$ cat src/rtl/ps2_pkg.sv
// Shared definitions for the PS/2 receiver: FSM states, frame geometry and the
// odd-parity helper used by both the design and its frame generator.
package ps2_pkg;

    localparam int FRAME_BITS = 11;
    localparam int DATA_BITS  = 8;

    typedef enum logic [1:0] {
        IDLE   = 2'd0,
        DATA   = 2'd1,
        PARITY = 2'd2,
        STOP   = 2'd3
    } state_t;

    // Parity bit that makes the nine bits (byte + parity) contain an odd number of ones.
    function automatic logic odd_parity(input logic [DATA_BITS-1:0] b);
        return ~^b;
    endfunction

endpackage

$ cat src/rtl/ps2_line_filter.sv
// Pin conditioner: multi-flop synchronizer, run-length glitch filter and a
// registered one-cycle strobe on each filtered high-to-low transition.
module ps2_line_filter #(
    parameter int SYNC_STAGES = 2,
    parameter int FILTER_LEN  = 4
) (
    input  logic clk,
    input  logic rst,
    input  logic din,
    output logic filt,
    output logic fall
);

    localparam int CW = $clog2(FILTER_LEN + 1);

    logic [SYNC_STAGES-1:0] sync_q;
    logic [CW-1:0]          run_cnt;
    logic                   din_s;

    assign din_s = sync_q[SYNC_STAGES-1];

    // NOTE: every register here uses non-blocking assignment so all flops see
    // the pre-edge values of each other; blocking would collapse the chain.
    always_ff @(posedge clk or posedge rst) begin
        if (rst) begin
            sync_q <= '1;
        end else begin
            sync_q <= {sync_q[SYNC_STAGES-2:0], din};
        end
    end

    // Count consecutive samples that disagree with the filtered level; flip once
    // the run reaches FILTER_LEN, and restart the run on any agreeing sample.
    always_ff @(posedge clk or posedge rst) begin
        if (rst) begin
            filt    <= 1'b1;
            run_cnt <= '0;
            fall    <= 1'b0;
        end else begin
            fall <= 1'b0;
            if (din_s != filt) begin
                if (run_cnt == CW'(FILTER_LEN - 1)) begin
                    filt    <= din_s;
                    run_cnt <= '0;
                    fall    <= filt;
                end else begin
                    run_cnt <= run_cnt + CW'(1);
                end
            end else begin
                run_cnt <= '0;
            end
        end
    end

endmodule

$ cat src/rtl/ps2_rx.sv
// PS/2 receiver: conditions the device clock/data pins, reassembles 11-bit
// frames into bytes and hands them to a valid/ready consumer.
module ps2_rx
    import ps2_pkg::*;
#(
    parameter int SYNC_STAGES    = 2,
    parameter int FILTER_LEN     = 4,
    parameter int TIMEOUT_CYCLES = 2000
) (
    input  logic                 clk,
    input  logic                 rst,
    input  logic                 ps2_clk,
    input  logic                 ps2_dat,
    output logic [DATA_BITS-1:0] rx_data,
    output logic                 rx_valid,
    input  logic                 rx_ready,
    output logic                 parity_err,
    output logic                 frame_err,
    output logic                 overrun
);

    localparam int TW = $clog2(TIMEOUT_CYCLES + 1);
    localparam int BW = $clog2(DATA_BITS);

    logic                   clk_filt;
    logic                   fall;
    logic                   unused_filt;
    logic [SYNC_STAGES-1:0] dat_sync;
    logic                   dat_s;

    state_t                 state;
    logic [BW-1:0]          bit_cnt;
    logic [DATA_BITS-1:0]   shreg;
    logic                   par_bit;
    logic [TW-1:0]          to_cnt;

    ps2_line_filter #(
        .SYNC_STAGES (SYNC_STAGES),
        .FILTER_LEN  (FILTER_LEN)
    ) u_clk_filter (
        .clk  (clk),
        .rst  (rst),
        .din  (ps2_clk),
        .filt (clk_filt),
        .fall (fall)
    );

    assign unused_filt = clk_filt;

    // Data is only looked at on a filtered clock fall, long after it settled,
    // so a plain synchronizer is enough here.
    always_ff @(posedge clk or posedge rst) begin
        if (rst) begin
            dat_sync <= '1;
        end else begin
            dat_sync <= {dat_sync[SYNC_STAGES-2:0], ps2_dat};
        end
    end

    assign dat_s = dat_sync[SYNC_STAGES-1];

    always_ff @(posedge clk or posedge rst) begin
        if (rst) begin
            state      <= IDLE;
            bit_cnt    <= '0;
            shreg      <= '0;
            par_bit    <= 1'b0;
            to_cnt     <= '0;
            rx_data    <= '0;
            rx_valid   <= 1'b0;
            parity_err <= 1'b0;
            frame_err  <= 1'b0;
            overrun    <= 1'b0;
        end else begin
            frame_err <= 1'b0;
            overrun   <= 1'b0;
            if (rx_valid && rx_ready) begin
                rx_valid <= 1'b0;
            end

            if (fall) begin
                // A fall always wins over a coinciding timeout.
                to_cnt <= '0;
                unique case (state)
                    IDLE: begin
                        if (!dat_s) begin
                            state   <= DATA;
                            bit_cnt <= '0;
                        end
                    end
                    DATA: begin
                        shreg   <= {dat_s, shreg[DATA_BITS-1:1]};
                        bit_cnt <= bit_cnt + BW'(1);
                        if (bit_cnt == BW'(DATA_BITS - 1)) begin
                            state <= PARITY;
                        end
                    end
                    PARITY: begin
                        par_bit <= dat_s;
                        state   <= STOP;
                    end
                    STOP: begin
                        state <= IDLE;
                        if (!dat_s) begin
                            frame_err <= 1'b1;
                        end else if (!rx_valid || rx_ready) begin
                            rx_data    <= shreg;
                            parity_err <= (par_bit != odd_parity(shreg));
                            rx_valid   <= 1'b1;
                        end else begin
                            overrun <= 1'b1;
                        end
                    end
                    default: state <= IDLE;
                endcase
            end else if (state != IDLE) begin
                if (to_cnt == TW'(TIMEOUT_CYCLES - 1)) begin
                    frame_err <= 1'b1;
                    state     <= IDLE;
                    to_cnt    <= '0;
                end else begin
                    to_cnt <= to_cnt + TW'(1);
                end
            end else begin
                to_cnt <= '0;
            end
        end
    end

endmodule

$ cat config.mk
export PLATFORM = sky130hd
export DESIGN_NAME = ps2_rx
export DESIGN_NICKNAME = d
export VERILOG_FILES = /design/src/rtl/ps2_pkg.sv /design/src/rtl/ps2_line_filter.sv /design/src/rtl/ps2_rx.sv
export SDC_FILE = /design/constraint.sdc
export NUM_CORES = 1
export LEC_CHECK = 0
export ABC_AREA = 1
export CORE_ASPECT_RATIO = 0.6
export CORE_MARGIN = 5
export CORE_UTILIZATION = 55
export CTS_CLUSTER_SIZE = 8
export DETAILED_ROUTE_END_ITERATION = 12
export PLACE_DENSITY = 0.8
export SKIP_LAST_GASP = 1
export SYNTH_ARGS = -nofsm -noshare
export SYNTH_HDL_FRONTEND = slang
export SYNTH_SLANG_ARGS = --single-unit
$ cat constraint.sdc
create_clock -name clk -period 1.55 [get_ports clk]
set_input_delay 0.155 -clock clk [delete_from_list [all_inputs] [get_ports clk]]
set_output_delay 0.155 -clock clk [all_outputs]
set_load 0.01 [all_outputs]
# Word level (Yosys, flattened, before mapping)
# Cells that the tools add are included.
# op_classes
add_sub_neg,3
eq_ne,11
n_mux,29
n_reduce_logical,15
# op_table
operator,count
11-bit 2-to-1 mux,3
1-bit 2-to-1 mux,16
11-bit by 1-bit adder with 11-bit output (second input constant),1
11-bit equality test (second input constant),1
2-bit 2-to-1 mux,5
3-bit 2-to-1 mux,3
2-bit one-hot mux with 4 select lines,1
4-bit AND reduction,2
2-bit nonzero test,4
8-bit XNOR reduction,1
3-bit by 1-bit adder with 3-bit output (second input constant),2
3-bit != test (second input constant),2
3-bit one-hot mux with 2 select lines,1
2-bit AND reduction,3
2-bit equality test (second input constant),2
3-bit by 2-bit equality test with 1-bit output (second input constant),1
3-bit equality test (second input constant),1
3-bit AND reduction,1
2-bit by 1-bit equality test with 1-bit output (second input constant),1
2-bit logical NOT,1
1-bit != test,2
2-bit != test (second input constant),1
1-bit logical AND,1
1-bit logical NOT,1
1-bit logical OR,1
# word_totals
reg_bits,46
input_bits,5
wordCells,73

# Longest topological paths before layout
# depth
ltp_word,6
depth_mapped,10

# Hierarchy
# A second synthesis with hierarchy kept.
# unflattened
cells_unflattened,237
hier_area_um2,2127.0
# modules_own_cells
mod,n_inst,cells_per_inst,area_each_um2,seq_area_each_um2
ps2_rx,1,209,1853.0,978.4
ps2_line_filter,1,28,274.0,178.9

# Worst setup path before layout
# Ideal clock, no wire load.
# synth_path
kind,reg-to-reg
start,register state[0]
end,register state[1]
t_arrival_ns,1.189
required_ns,1.433
slack_ns,0.245
stages_incl_launch_ff,9
path_cell_list,dfrtp_1 inv_1 ha_1 nor2_1 inv_1 o21ai_2 nand2_1 nand2_1 nand2_1
# synth_via
elab_chain_len,3
word_cells_on_any_way,11
# synth_rtl
item,line_no,text
from (decl),ps2_rx.sv:31,state_t state;
from (signal assigned),ps2_rx.sv:64,state <= IDLE;
from (signal assigned),ps2_rx.sv:87,state <= DATA;
from (signal assigned),ps2_rx.sv:95,state <= PARITY;
"2-bit by 1-bit equality test with 1-bit output, or another cell as far along",ps2_rx.sv:84,unique case (state)
"3-bit != test (no line), or another cell as far along",n/a,
4-bit AND reduction (no line) / 2-bit 2-to-1 mux (equally long branches),n/a,
# Parallel ways exist; a longest one is shown, timed or not.
# A chain may end at the register's enable or synchronous reset.

# Final worst setup path
# layout_path
start,register to_cnt[0]
end,register state[1]
# layout_via
elab_chain_len,3
# layout_rtl
item,line_no,text
from (decl),ps2_rx.sv:35,logic [TW-1:0] to_cnt;
from (signal assigned),ps2_rx.sv:122,to_cnt <= to_cnt + TW'(1);
11-bit equality test,ps2_rx.sv:117,if (to_cnt == TW'(TIMEOUT_CYCLES - 1)) begin
2-bit nonzero test (no line),n/a,
4-bit AND reduction (no line),n/a,
to (signal assigned),ps2_rx.sv:103,state <= IDLE;
to (signal assigned),ps2_rx.sv:114,default: state <= IDLE;
to (signal assigned),ps2_rx.sv:119,state <= IDLE;
# Every way passes these cells.

==> results.ini <==
[setup_path]
cp_max_fo = 3
crit_path_max_incr_delay_ns = 0.39
cpMostUsedCell = nand2_1
worstSetupPathType = reg -> reg
critPathRequiredTime_ns = 1.74
end_kind = flop
crit_chain = ha_2 > nand3_2 > inv_2 > nand3_2 > o21ai_2 > nand2_1 > nand2_1 > nand2_1
critPathBufInv = 1
crit_arrival_ns = 1.65
r2r_slack_ns = 0.09
slowest_stage = dfrtp_1
cpLargestDelayFamily = simple AND/OR/NAND/NOR gates
worstSetupStartpointType = flop

[yosys]
synth-edff-count = 0
yosysMostFrequentCell = nand2_1
yosys.area.top_type = dfrtp_1
yosysSeqAreaShare_pct = 54.9
netlist_top_cells_area = dfrtp_1, nand2_1, dfstp_2
synth-warning-count = 0
synth_common_cells = nand2_1, dfrtp_1, inv_1, nor2_1, o21ai_0
syn_nets = 248
synth_top_area_share_pct = 48.7
ys_seq_elements = 46
netlist_instances = 234
netlist_area_mm2 = 0.00211
synth_top_flop_cell = dfrtp_1
async_flop_share_pct = 100
post_synth_num_cell_types = 29
synth.avg_cell_area_um2 = 9.01

[floorplanning]
coreArea_mm2 = 0.00368
die-area_mm2 = 0.00521
rows = 17
die_w_um = 89.9
die_y_um = 58.0
initial_utilization_pct = 57.3
num_io_pins = 17

[sta]
post-route-min-period_ns = 1.46
tns_ns = 0
fmax_mhz = 684
maxSlewViolCount = 0
fin_ws_ns = 0.0882
fin_hold_ws_ns = 0.197
worstMarginPinSlew_ns = 0.360
hold_viol_final = 0
relSlewSlack_pct = 75.8
setup_viol = 0
layout_worst_path_cycle_share_pct = 94.3
skew_ns = 0.00339
rsz0062_at_grt = yes

[drt]
dr.pass1.iters = 4
drc_errors = 0
drt-initial-drc-count = 67
viasPerCell = 4.89
vias = 1501
drt_wl_total_mm = 3.46
ant_nets = 0
wl_per_cell_um = 11.3

[power_and_ir_drop]
clockPowerShare_pct = 33.7
p_leak_nw = 1.18
combPwrFrac_pct = 7.4
ir_drop_mv = 0.579
p_sw_mw = 0.499
p_sw_share_pct = 22.7
internal_power_mw = 1.70
p_per_area_mw_per_mm2 = 893
power_frac_seq_pct = 58.8

[place]
place_ws_ns = 0.0599
portBuffers = 16
gp_congestion = 0.811
placedCellCount = 296
dpl_cell_area_mm2 = 0.00234
hpwl_mm = 2.55

[clock_tree]
cts_tree = built
cts_hold_buf = 0
cts_buffers = 5
root_buffer = clkbuf_8
clkTransAtPathRegs_ns = 0.08
cts_buffer_depth = 2
clk_latency_ns = 0.29
clock_sinks = 46
cts_max_level = 2

[global_route]
grt.total_usage_pct = 14.8
grt_pass1_wl_mm = 6.27
antenna_found_initial = 0
grt_max_degree = 47
grt_overflow = 0
first_global_vias = 1423

[worst_hold_path]
hold_path_class = in -> async

[final_layout]
fin_area_mm2 = 0.00246
multiInputGateArea_um2 = 826
final_cells = 307
area_growth_syn_to_layout_pct = 16.9
finalNetCount = 273
diodes = 0
fill_cells = 292
layout-drive-gt1-share_pct = 15.0
seqCellArea_mm2 = 0.00116

[outcome]
status = complete, no violations

[run]
maxCapViolCount = 0

metal layers:
layer	GRT usage (%)	vias to the layer above	wire, um	part of all wire [%]
li1	-	789	-	-
met1	20.0	689	1820	53
met2	23.1	17	1490	43
met3	4.41	6	116	3.4
met4	5.10	0	34	0.98
met5	0	-	0	0
power groups by stage:
stage                     combinational (mW)  sequential [mW]  clock (mW)
final                                  0.163             1.29       0.742
after global routing                   0.186             1.30       0.815
after floorplan                        0.105             1.31           0
after detailed placement               0.166             1.32           0
after CTS                              0.167             1.29       0.765
after global placement                 0.164             1.31           0
registers in the layout, indices dropped and copies added, names as in the netlist:
signal                flops
state                     2
parity_err                1
u_clk_filter.filt         1
rx_data                   8
rx_valid                  1
dat_sync                  2
overrun                   1
u_clk_filter.run_cnt      3
u_clk_filter.sync_q       2
par_bit                   1
bit_cnt                   3
u_clk_filter.fall         1
shreg                     8
to_cnt                   11
frame_err                 1
worst register-to-register path: stages, from the launching register on:
cell and delay [ns]:
dfrtp_1 0.39, ha_2 0.21, nand3_2 0.14, inv_2 0.08, nand3_2 0.10, o21ai_2 0.21, nand2_1 0.10, nand2_1 0.08
nand2_1 0.05
timing repair:
action / CTS / global route
buffers inserted: 0 / 3
gates resized for setup: 0 / 5
setup endpoints to repair: 0 / 7
final timing paths:
check | from | endpoint | cells past startpoint
worst max-delay path | to_cnt[0]$_DFF_PP0_ | state[1]$_DFFE_PP0P_ | 8
worst max register to register | to_cnt[0]$_DFF_PP0_ | state[1]$_DFFE_PP0P_ | 8
worst min-delay path | rst | u_clk_filter.run_cnt[0]$_DFF_PP0_ | 3
max in group asynchronous | rst | dat_sync[0]$_DFF_PP1_ | 3
worst min register to register | u_clk_filter.sync_q[0]$_DFF_PP1_ | u_clk_filter.sync_q[1]$_DFF_PP1_ | 0
min in group clk | ps2_dat | dat_sync[0]$_DFF_PP1_ | 1
metrics by stage:
stage / util (%) / total power, mW
after floorplan: - / 1.42
after global placement: 63.5 / 1.48
after detailed placement: 63.5 / 1.48
after CTS: 66.0 / 2.23
after global routing: 67.0 / 2.30
final: 67.0 / 2.20
final cells by class:
class | instances | area share (%)
Multi-Input combinational cell | 153 | 33.5
Clock inverter | 1 | 0.203
Sequential cell | 46 | 47.0
Inverter | 32 | 4.88
Timing Repair Buffer | 21 | 8.53
Clock buffer | 7 | 3.50
Tap cell | 47 | 2.39
logic make-up (layout without fill, tap and decap cells):
group | Yosys count | count (layout) | share of synthesized area [%]
compound gates | 30 | 30 | 7.48
buf+inv | 35 | 61 | 6.47
fa+ha+maj | 9 | 9 | 5.34
xor+xnor | 4 | 4 | 1.66
simple gates | 110 | 110 | 24.2
flops | 46 | 46 | 54.9
cells in the final DEF, fill, tap and decap left out, types with 2 or more instances in the layout:
| master | count |
|---|---|
| nand2_1 | 68 |
| dfrtp_1 | 41 |
| inv_1 | 26 |
| clkdlybuf4s50_1 | 16 |
| nor2_1 | 12 |
| o21ai_0 | 12 |
| nand3_1 | 10 |
| o21ai_1 | 8 |
| ha_1 | 7 |
| inv_2 | 6 |
| a21oi_1 | 6 |
| clkbuf_8 | 6 |
| dfstp_2 | 5 |
| nor2_2 | 4 |
| buf_4 | 4 |
| nor3_1 | 3 |
| nand3_2 | 3 |
| nand2_2 | 3 |
| xnor2_1 | 3 |
| o21ai_2 | 2 |
| nor3b_1 | 2 |
| ha_2 | 2 |
No activity file was read; power rests on OpenSTA's default activity.
